File: config.mk
export PLATFORM = sky130hd
export DESIGN_NAME = qpu_exu_dispq
export DESIGN_NICKNAME = d
export VERILOG_FILES = /design/src/rtl/qpu_exu_dispq_pkg.sv /design/src/rtl/qpu_exu_dispq_fifo.sv /design/src/rtl/qpu_exu_dispq.sv
export SDC_FILE = /design/constraint.sdc
export NUM_CORES = 1
export LEC_CHECK = 0
export CORE_ASPECT_RATIO = 1.2
export CORE_UTILIZATION = 59
export DETAILED_ROUTE_END_ITERATION = 6
export GPL_TIMING_DRIVEN = 0
export HOLD_SLACK_MARGIN = 0.08
export PLACE_DENSITY_LB_ADDON = 0.2
export SLEW_MARGIN = 20
export SYNTH_ARGS = -nofsm -noshare
export SYNTH_HDL_FRONTEND = slang
export SYNTH_HIERARCHICAL = 1
export SYNTH_SLANG_ARGS = --single-unit
File: constraint.sdc
create_clock -name clk -period 14.3 [get_ports clk]
set_clock_uncertainty 0.05 [all_clocks]
set_input_delay 2.86 -clock clk [delete_from_list [all_inputs] [get_ports clk]]
set_output_delay 2.86 -clock clk [all_outputs]
set_load 0.05 [all_outputs]
File: src/rtl/qpu_exu_dispq_pkg.sv
// Shared defaults for the QPU execute-unit dispatch queue.
// The top-level parameters default to these values.
package qpu_exu_dispq_pkg;

    localparam int QPU_DECINFO_WIDTH = 32;
    localparam int QPU_PC_SIZE       = 32;
    localparam int QPU_TIME_WIDTH    = 16;
    localparam int QPU_QUBIT_NUM     = 8;
    localparam int QPU_RFIDX_W       = 5;
    localparam int QPU_NCH           = 2;

    // Index width that stays at least one bit when only one value is needed.
    function automatic int idx_w(input int n);
        return (n <= 2) ? 1 : $clog2(n);
    endfunction

    typedef logic [idx_w(QPU_NCH)-1:0] qpu_ch_t;

endpackage

File: src/rtl/qpu_exu_dispq_fifo.sv
// Dispatch-queue storage: entry flops, wrap-around pointers with an extra MSB
// for full/empty, and a per-slot occupancy view for hazard scanning.
module qpu_exu_dispq_fifo
    import qpu_exu_dispq_pkg::*;
#(
    parameter int DW     = 8,
    parameter int QDEPTH = 4
) (
    input  logic                        clk,
    input  logic                        rst_n,
    input  logic                        wr_en,
    input  logic [DW-1:0]               wr_data,
    input  logic                        rd_en,
    input  logic                        flush,
    output logic [DW-1:0]               rd_data,
    output logic [QDEPTH-1:0][DW-1:0]   ent,
    output logic [QDEPTH-1:0]           ent_vld,
    output logic                        full,
    output logic                        empty
);

    localparam int AW = idx_w(QDEPTH);

    logic [QDEPTH-1:0][DW-1:0] mem;
    logic [AW:0]               wptr;
    logic [AW:0]               rptr;
    logic [AW:0]               cnt;

    always_ff @(posedge clk or negedge rst_n) begin
        if (!rst_n) begin
            wptr <= '0;
            rptr <= '0;
        end else if (flush) begin
            wptr <= '0;
            rptr <= '0;
        end else begin
            if (wr_en) wptr <= wptr + 1'b1;
            if (rd_en) rptr <= rptr + 1'b1;
        end
    end

    // Payload needs no reset; occupancy comes from the pointers alone.
    always_ff @(posedge clk) begin
        if (wr_en) mem[wptr[AW-1:0]] <= wr_data;
    end

    assign cnt     = wptr - rptr;
    assign empty   = (wptr == rptr);
    assign full    = (wptr[AW] != rptr[AW]) && (wptr[AW-1:0] == rptr[AW-1:0]);
    assign rd_data = mem[rptr[AW-1:0]];
    assign ent     = mem;

    always_comb begin
        logic [AW-1:0] off;
        off     = '0;
        ent_vld = '0;
        for (int i = 0; i < QDEPTH; i++) begin
            off        = AW'(i) - rptr[AW-1:0];
            ent_vld[i] = ({1'b0, off} < cnt);
        end
    end

endmodule

File: src/rtl/qpu_exu_dispq.sv
// QPU execute-unit dispatch queue: in-order queue between decode and the
// functional-unit channels, with register hazard blocking and measure credits.
module qpu_exu_dispq
    import qpu_exu_dispq_pkg::*;
#(
    parameter int NCH       = 2,
    parameter int QDEPTH    = 4,
    parameter int MCREDIT   = 4,
    parameter int XLEN      = 32,
    parameter int RFIDX_W   = QPU_RFIDX_W,
    parameter int INFO_W    = QPU_DECINFO_WIDTH,
    parameter int PC_W      = QPU_PC_SIZE,
    parameter int TIME_W    = QPU_TIME_WIDTH,
    parameter int QUBIT_NUM = QPU_QUBIT_NUM,
    localparam int CHW      = idx_w(NCH),
    localparam int MCW      = $clog2(MCREDIT + 1)
) (
    input  logic                 clk,
    input  logic                 rst_n,
    input  logic                 disp_i_valid,
    output logic                 disp_i_ready,
    input  logic [CHW-1:0]       disp_i_ch,
    input  logic                 disp_i_longp,
    input  logic [XLEN-1:0]      disp_i_rs1,
    input  logic [XLEN-1:0]      disp_i_rs2,
    input  logic                 disp_i_rs1x0,
    input  logic                 disp_i_rs2x0,
    input  logic                 disp_i_rs1en,
    input  logic                 disp_i_rs2en,
    input  logic [RFIDX_W-1:0]   disp_i_rs1idx,
    input  logic [RFIDX_W-1:0]   disp_i_rs2idx,
    input  logic [RFIDX_W-1:0]   disp_i_rdidx,
    input  logic                 disp_i_rdwen,
    input  logic [INFO_W-1:0]    disp_i_info,
    input  logic [XLEN-1:0]      disp_i_imm,
    input  logic [PC_W-1:0]      disp_i_pc,
    input  logic [TIME_W-1:0]    disp_i_clk,
    input  logic [QUBIT_NUM-1:0] disp_i_qmr,
    input  logic                 disp_i_ntp,
    input  logic                 disp_i_measure,
    input  logic                 disp_i_fmr,
    input  logic                 oitf_dep,
    input  logic                 oitf_ready,
    input  logic                 meas_ret,
    input  logic                 flush,
    output logic [NCH-1:0]       disp_o_valid,
    input  logic [NCH-1:0]       disp_o_ready,
    output logic [XLEN-1:0]      disp_o_rs1,
    output logic [XLEN-1:0]      disp_o_rs2,
    output logic                 disp_o_rdwen,
    output logic [RFIDX_W-1:0]   disp_o_rdidx,
    output logic [INFO_W-1:0]    disp_o_info,
    output logic [XLEN-1:0]      disp_o_imm,
    output logic [PC_W-1:0]      disp_o_pc,
    output logic [TIME_W-1:0]    disp_o_clk,
    output logic [QUBIT_NUM-1:0] disp_o_qmr,
    output logic                 disp_o_ntp,
    output logic                 disp_o_measure,
    output logic                 disp_o_fmr,
    output logic                 disp_oitf_ena,
    output logic                 disp_moitf_ena,
    output logic [MCW-1:0]       mcredit
);

    typedef struct packed {
        logic [CHW-1:0]       ch;
        logic                 longp;
        logic [XLEN-1:0]      rs1;
        logic [XLEN-1:0]      rs2;
        logic                 rdwen;
        logic [RFIDX_W-1:0]   rdidx;
        logic [INFO_W-1:0]    info;
        logic [XLEN-1:0]      imm;
        logic [PC_W-1:0]      pc;
        logic [TIME_W-1:0]    tclk;
        logic [QUBIT_NUM-1:0] qmr;
        logic                 ntp;
        logic                 measure;
        logic                 fmr;
    } entry_t;

    localparam int EW = $bits(entry_t);

    entry_t                wr_ent;
    entry_t                head;
    entry_t [QDEPTH-1:0]   qent;
    logic   [QDEPTH-1:0]   qvld;
    logic                  full;
    logic                  empty;
    logic                  qdep;
    logic                  head_ok;
    logic                  enq;
    logic                  deq;

    qpu_exu_dispq_fifo #(
        .DW     (EW),
        .QDEPTH (QDEPTH)
    ) u_fifo (
        .clk     (clk),
        .rst_n   (rst_n),
        .wr_en   (enq),
        .wr_data (wr_ent),
        .rd_en   (deq),
        .flush   (flush),
        .rd_data (head),
        .ent     (qent),
        .ent_vld (qvld),
        .full    (full),
        .empty   (empty)
    );

    // Operand/field canonicalisation happens on the way in, not at dispatch.
    always_comb begin
        wr_ent         = '0;
        wr_ent.ch      = disp_i_ch;
        wr_ent.longp   = disp_i_longp;
        wr_ent.rs1     = disp_i_rs1x0 ? '0 : disp_i_rs1;
        wr_ent.rs2     = disp_i_rs2x0 ? '0 : disp_i_rs2;
        wr_ent.rdwen   = disp_i_rdwen;
        wr_ent.rdidx   = disp_i_rdidx;
        wr_ent.info    = disp_i_info;
        wr_ent.imm     = disp_i_imm;
        wr_ent.pc      = disp_i_pc;
        wr_ent.tclk    = disp_i_ntp ? disp_i_clk : '0;
        wr_ent.qmr     = disp_i_fmr ? disp_i_qmr : '0;
        wr_ent.ntp     = disp_i_ntp;
        wr_ent.measure = disp_i_measure;
        wr_ent.fmr     = disp_i_fmr;
    end

    always_comb begin
        qdep = 1'b0;
        for (int i = 0; i < QDEPTH; i++) begin
            if (qvld[i] && qent[i].rdwen &&
                ((disp_i_rs1en && qent[i].rdidx == disp_i_rs1idx) ||
                 (disp_i_rs2en && qent[i].rdidx == disp_i_rs2idx) ||
                 (disp_i_rdwen && qent[i].rdidx == disp_i_rdidx)))
                qdep = 1'b1;
        end
    end

    // Full blocks enqueue even when the head leaves this cycle.
    assign disp_i_ready = rst_n & ~full & ~oitf_dep & ~qdep & ~flush;
    assign enq          = disp_i_valid & disp_i_ready;

    assign head_ok = ~empty & (~head.longp | oitf_ready) & (~head.measure | (mcredit != '0));

    always_comb begin
        disp_o_valid = '0;
        if (head_ok) disp_o_valid[head.ch] = 1'b1;
    end

    assign deq            = head_ok & disp_o_ready[head.ch] & ~flush;
    assign disp_oitf_ena  = deq & head.longp;
    assign disp_moitf_ena = deq & head.measure;

    always_ff @(posedge clk or negedge rst_n) begin
        if (!rst_n) begin
            mcredit <= MCW'(MCREDIT);
        end else begin
            case ({disp_moitf_ena, meas_ret})
                2'b10:   mcredit <= mcredit - 1'b1;
                2'b01:   if (mcredit != MCW'(MCREDIT)) mcredit <= mcredit + 1'b1;
                default: mcredit <= mcredit;
            endcase
        end
    end

    assign disp_o_rs1     = head.rs1;
    assign disp_o_rs2     = head.rs2;
    assign disp_o_rdwen   = head.rdwen;
    assign disp_o_rdidx   = head.rdidx;
    assign disp_o_info    = head.info;
    assign disp_o_imm     = head.imm;
    assign disp_o_pc      = head.pc;
    assign disp_o_clk     = head.tclk;
    assign disp_o_qmr     = head.qmr;
    assign disp_o_ntp     = head.ntp;
    assign disp_o_measure = head.measure;
    assign disp_o_fmr     = head.fmr;

endmodule

==> run_results.csv <==
group,metric,value,unit
run_status,status,"complete, no violations",
synth,syn_inst,1306,
layout,finalNonFillerCells,2520,
job,cap_violations,0,
sta,slew_viol_final,0,
clock_network,post_cts_resized,0,
global_routing,gr-total-overflow,0,
synth,synth_fp_nets,1540,
floorplan,die_w,209,um
layout,final_core_util,0.754,
power,pwr-share-comb,0.064,
layout,fillers,2788,
sta,finalHoldViolations,0,
routing,drt-vias-per-instance,5.87,
sta,fmax,117,MHz
floorplan,coreArea,50600,sq um
synth,yosysMostFrequentCell,"edfxtp_1",
power,p_int,3.77,mW
power,p_sw_frac,0.208,
hold_path,holdCritPathClass,"reg -> reg",
sta,finalSetupViolCount,0,
floorplan,io_pins,419,
worst_setup_path,crit_path_max_incr_delay,0.90,ns
global_routing,grt_pass1_wl,95.0,mm
place,gp_congestion,0.920,
sta,setup_tns,0,ns
sta,finalCriticalPeriod,8.57,ns
power,netSwitchingPower,991,uW
routing,drt-initial-drc-count,1002,
sta,worst_pin_slew,0.943,ns
clock_network,post-cts-setup-buffers,0,
worst_setup_path,path_class,"in -> out",
power,seqPwrFrac,0.541,
clock_network,numCtsBuffers,75,
place,dp_hpwl,41.1,mm
synth,synth_edf_count,780,
synth,synth.avg_cell_area,23.2,sq um
power,p_per_area,125,nW/um^2
clock_network,clk_pin_slew,0.06,ns
sta,grt_setup_unrepaired,"no",
clock_network,cts_tree,"done",
worst_setup_path,worst_setup_path_end_kind,"output pin",
power,p_leak,12.1,nW
clock_network,clk_path_buf_depth,3,
floorplan,die_h,251,um
synth,yosysTopAreaCell,"edfxtp_1",
place,postPlaceCellArea,35800,sq um
global_routing,antenna_found_initial,12,
clock_network,cts_hold_buf,0,
synth,synth-seq-area-share,0.779,
clock_network,clock-sinks,789,
synth,synth_seq_cells,789,
worst_setup_path,crit_path_start_kind,"primary input",
synth,syn_area,30400,sq um
clock_network,insertion_delay,0.61,ns
clock_network,cts_root_buf,"clkbuf_16",
synth,netlist_top_cells_count,"780 x edfxtp_1, 195 x mux4_2, 67 x nor2b_1",
synth,ys_async_sr_fraction,0.0114,
worst_setup_path,cp.arrival,5.66,ns
floorplan,dieArea,52400,sq um
global_routing,first_global_vias,15800,
synth,ys_top_cells_by_area,"edfxtp_1 77%, mux4_2 14%, xor2_1 1.4%",
floorplan,initial_utilization,0.601,
layout,layout.nets,2050,
synth,synthFlopType,"edfxtp_1",
synth,yosysTopAreaCellShare,0.771,
floorplan,fp-row-count,90,
routing,wire_per_inst,25.4,um
global_routing,grt_usage,0.248,
sta,fin_crit_sh,0.600,
worst_setup_path,required,11.39,ns
layout,regArea,23600,sq um
layout,final_layout_size_suffix_gt1_frac,0.193,
place,portBuffers,417,
synth,synth.distinct_cells,46,
layout,areaGrowthSynthToFinish,25.6,%
worst_setup_path,path_max_fanout,10,
routing,num_vias,14800,
worst_setup_path,cp_common_cell,"clkdlybuf4s50_1",
routing,final_antenna_net_count,0,
routing,routed_wl,64.0,mm
routing,firstDrtPassIters,6,
global_routing,grt_max_degree,45,
sta,timing.slew.headroom,0.371,
power,clockPowerShare,0.395,
power,vdd_drop_max,0.108,mV
worst_setup_path,cp_slowest_cell,"clkdlybuf4s50_1",
synth,yosys_warnings,6,
layout,fin_area,38100,sq um
sta,whs,0.510,ns
routing,drc,0,
clock_network,htree_num_levels,3,
layout,multi_input_area,6330,sq um
worst_setup_path,crit_chain,"clkdlybuf4s50_1 -> nor4b_1 -> nand2_1 -> nor4_1 -> clkdlybuf4s50_1",
place,dpl.cell_count,2383,
-- final cells by class --
type,count,share of cell area
clock buffers,94,0.0530
diodes,7,0.000459
repair buffers,433,0.121
multi-input cells,453,0.166
inverters,11,0.00108
clock inverters,36,0.00797
flip-flops and latches,789,0.620
plain buffers,53,0.00915
well taps,644,0.0211
-- state kept, by name (all words and copies together) (netlist names) --
| register | flops |
|---|---|
| u_fifo/rptr | 3 |
| u_fifo/ent | 780 |
| mcredit | 3 |
| u_fifo/wptr | 3 |
-- per-stage QoR --
step	total power [mW]	setup WS [ns]
3_3_place_gp	2.92	0.618
4_1_cts	4.80	5.80
5_1_grt	4.89	5.54
3_5_place_dp	2.93	5.81
6_report	4.76	5.73
2_1_floorplan	2.78	5.42
-- placed cells by master, fill, tap and decap left out, types with 3 or more instances in the layout --
| cell type | n |
|---|---|
| nand2_1 | 3 |
| buf_2 | 21 |
| a21oi_1 | 3 |
| buf_16 | 16 |
| diode_2 | 7 |
| and2_1 | 25 |
| clkbuf_16 | 77 |
| ha_1 | 14 |
| and2_4 | 4 |
| buf_6 | 16 |
| clkdlybuf4s50_1 | 417 |
| mux4_2 | 195 |
| clkbuf_8 | 3 |
| mux2i_1 | 4 |
| inv_6 | 3 |
| xnor2_1 | 16 |
| clkinv_1 | 19 |
| xor2_1 | 48 |
| bufinv_16 | 4 |
| and2_0 | 3 |
| clkbuf_1 | 29 |
| nand4_1 | 14 |
| o21ai_0 | 5 |
| clkinv_2 | 8 |
| nor2_1 | 8 |
| nand3_1 | 5 |
| edfxtp_1 | 780 |
| dfrtp_1 | 8 |
| inv_1 | 10 |
| nor4_1 | 14 |
| nor2b_1 | 67 |
-- cell families after synthesis --
kind of cell | Yosys count | synth area share
buffers and inverters | 64 | 0.0129
XOR/XNOR | 65 | 0.0192
AND/OR/NAND/NOR | 155 | 0.0319
multiplexers | 199 | 0.146
AO/OA/AOI/OAI | 18 | 0.00408
flip-flops | 789 | 0.779
adder cells (fa/ha/maj) | 16 | 0.00709
-- critical path, delay by kind of cell --
| family | cells | cell delay (ns) |
|---|---|---|
| buf+inv | 2 | 1.64 |
| simple gates | 3 | 1.16 |
-- power groups by stage --
stage / Sequential [mW] / Combinational, mW / Clock [mW]
5_1_grt: 2.58 / 0.320 / 1.99
3_3_place_gp: 2.63 / 0.293 / 0
3_5_place_dp: 2.62 / 0.304 / 0
4_1_cts: 2.58 / 0.307 / 1.92
2_1_floorplan: 2.64 / 0.143 / 0
6_report: 2.58 / 0.305 / 1.88
-- metal layers --
| layer | share of wire | track usage | vias to the layer above |
|---|---|---|---|
| met5 | 0.0011 | 0 | - |
| met4 | 0.031 | 0.102 | 10 |
| met3 | 0.083 | 0.0762 | 112 |
| met2 | 0.52 | 0.426 | 526 |
| met1 | 0.36 | 0.292 | 7661 |
| li1 | - | - | 6481 |
-- worst paths after layout --
| path | startpoint | endpoint | slack, ns | cells after the start |
|---|---|---|---|---|
| max | rst_n | disp_i_ready | 5.73 | 5 |
| min in group asynchronous | rst_n | u_fifo/rptr[1] | 2.51 | 1 |
| max reg2reg | u_fifo/rptr[1] | u_fifo/ent[614] | 8.68 | 17 |
| min reg2reg | mcredit[2] | mcredit[2] | 0.51 | 2 |
| max in group asynchronous | rst_n | mcredit[2] | 11.34 | 1 |
| min | mcredit[2] | mcredit[2] | 0.51 | 2 |
(Power assumes the default switching activity.)
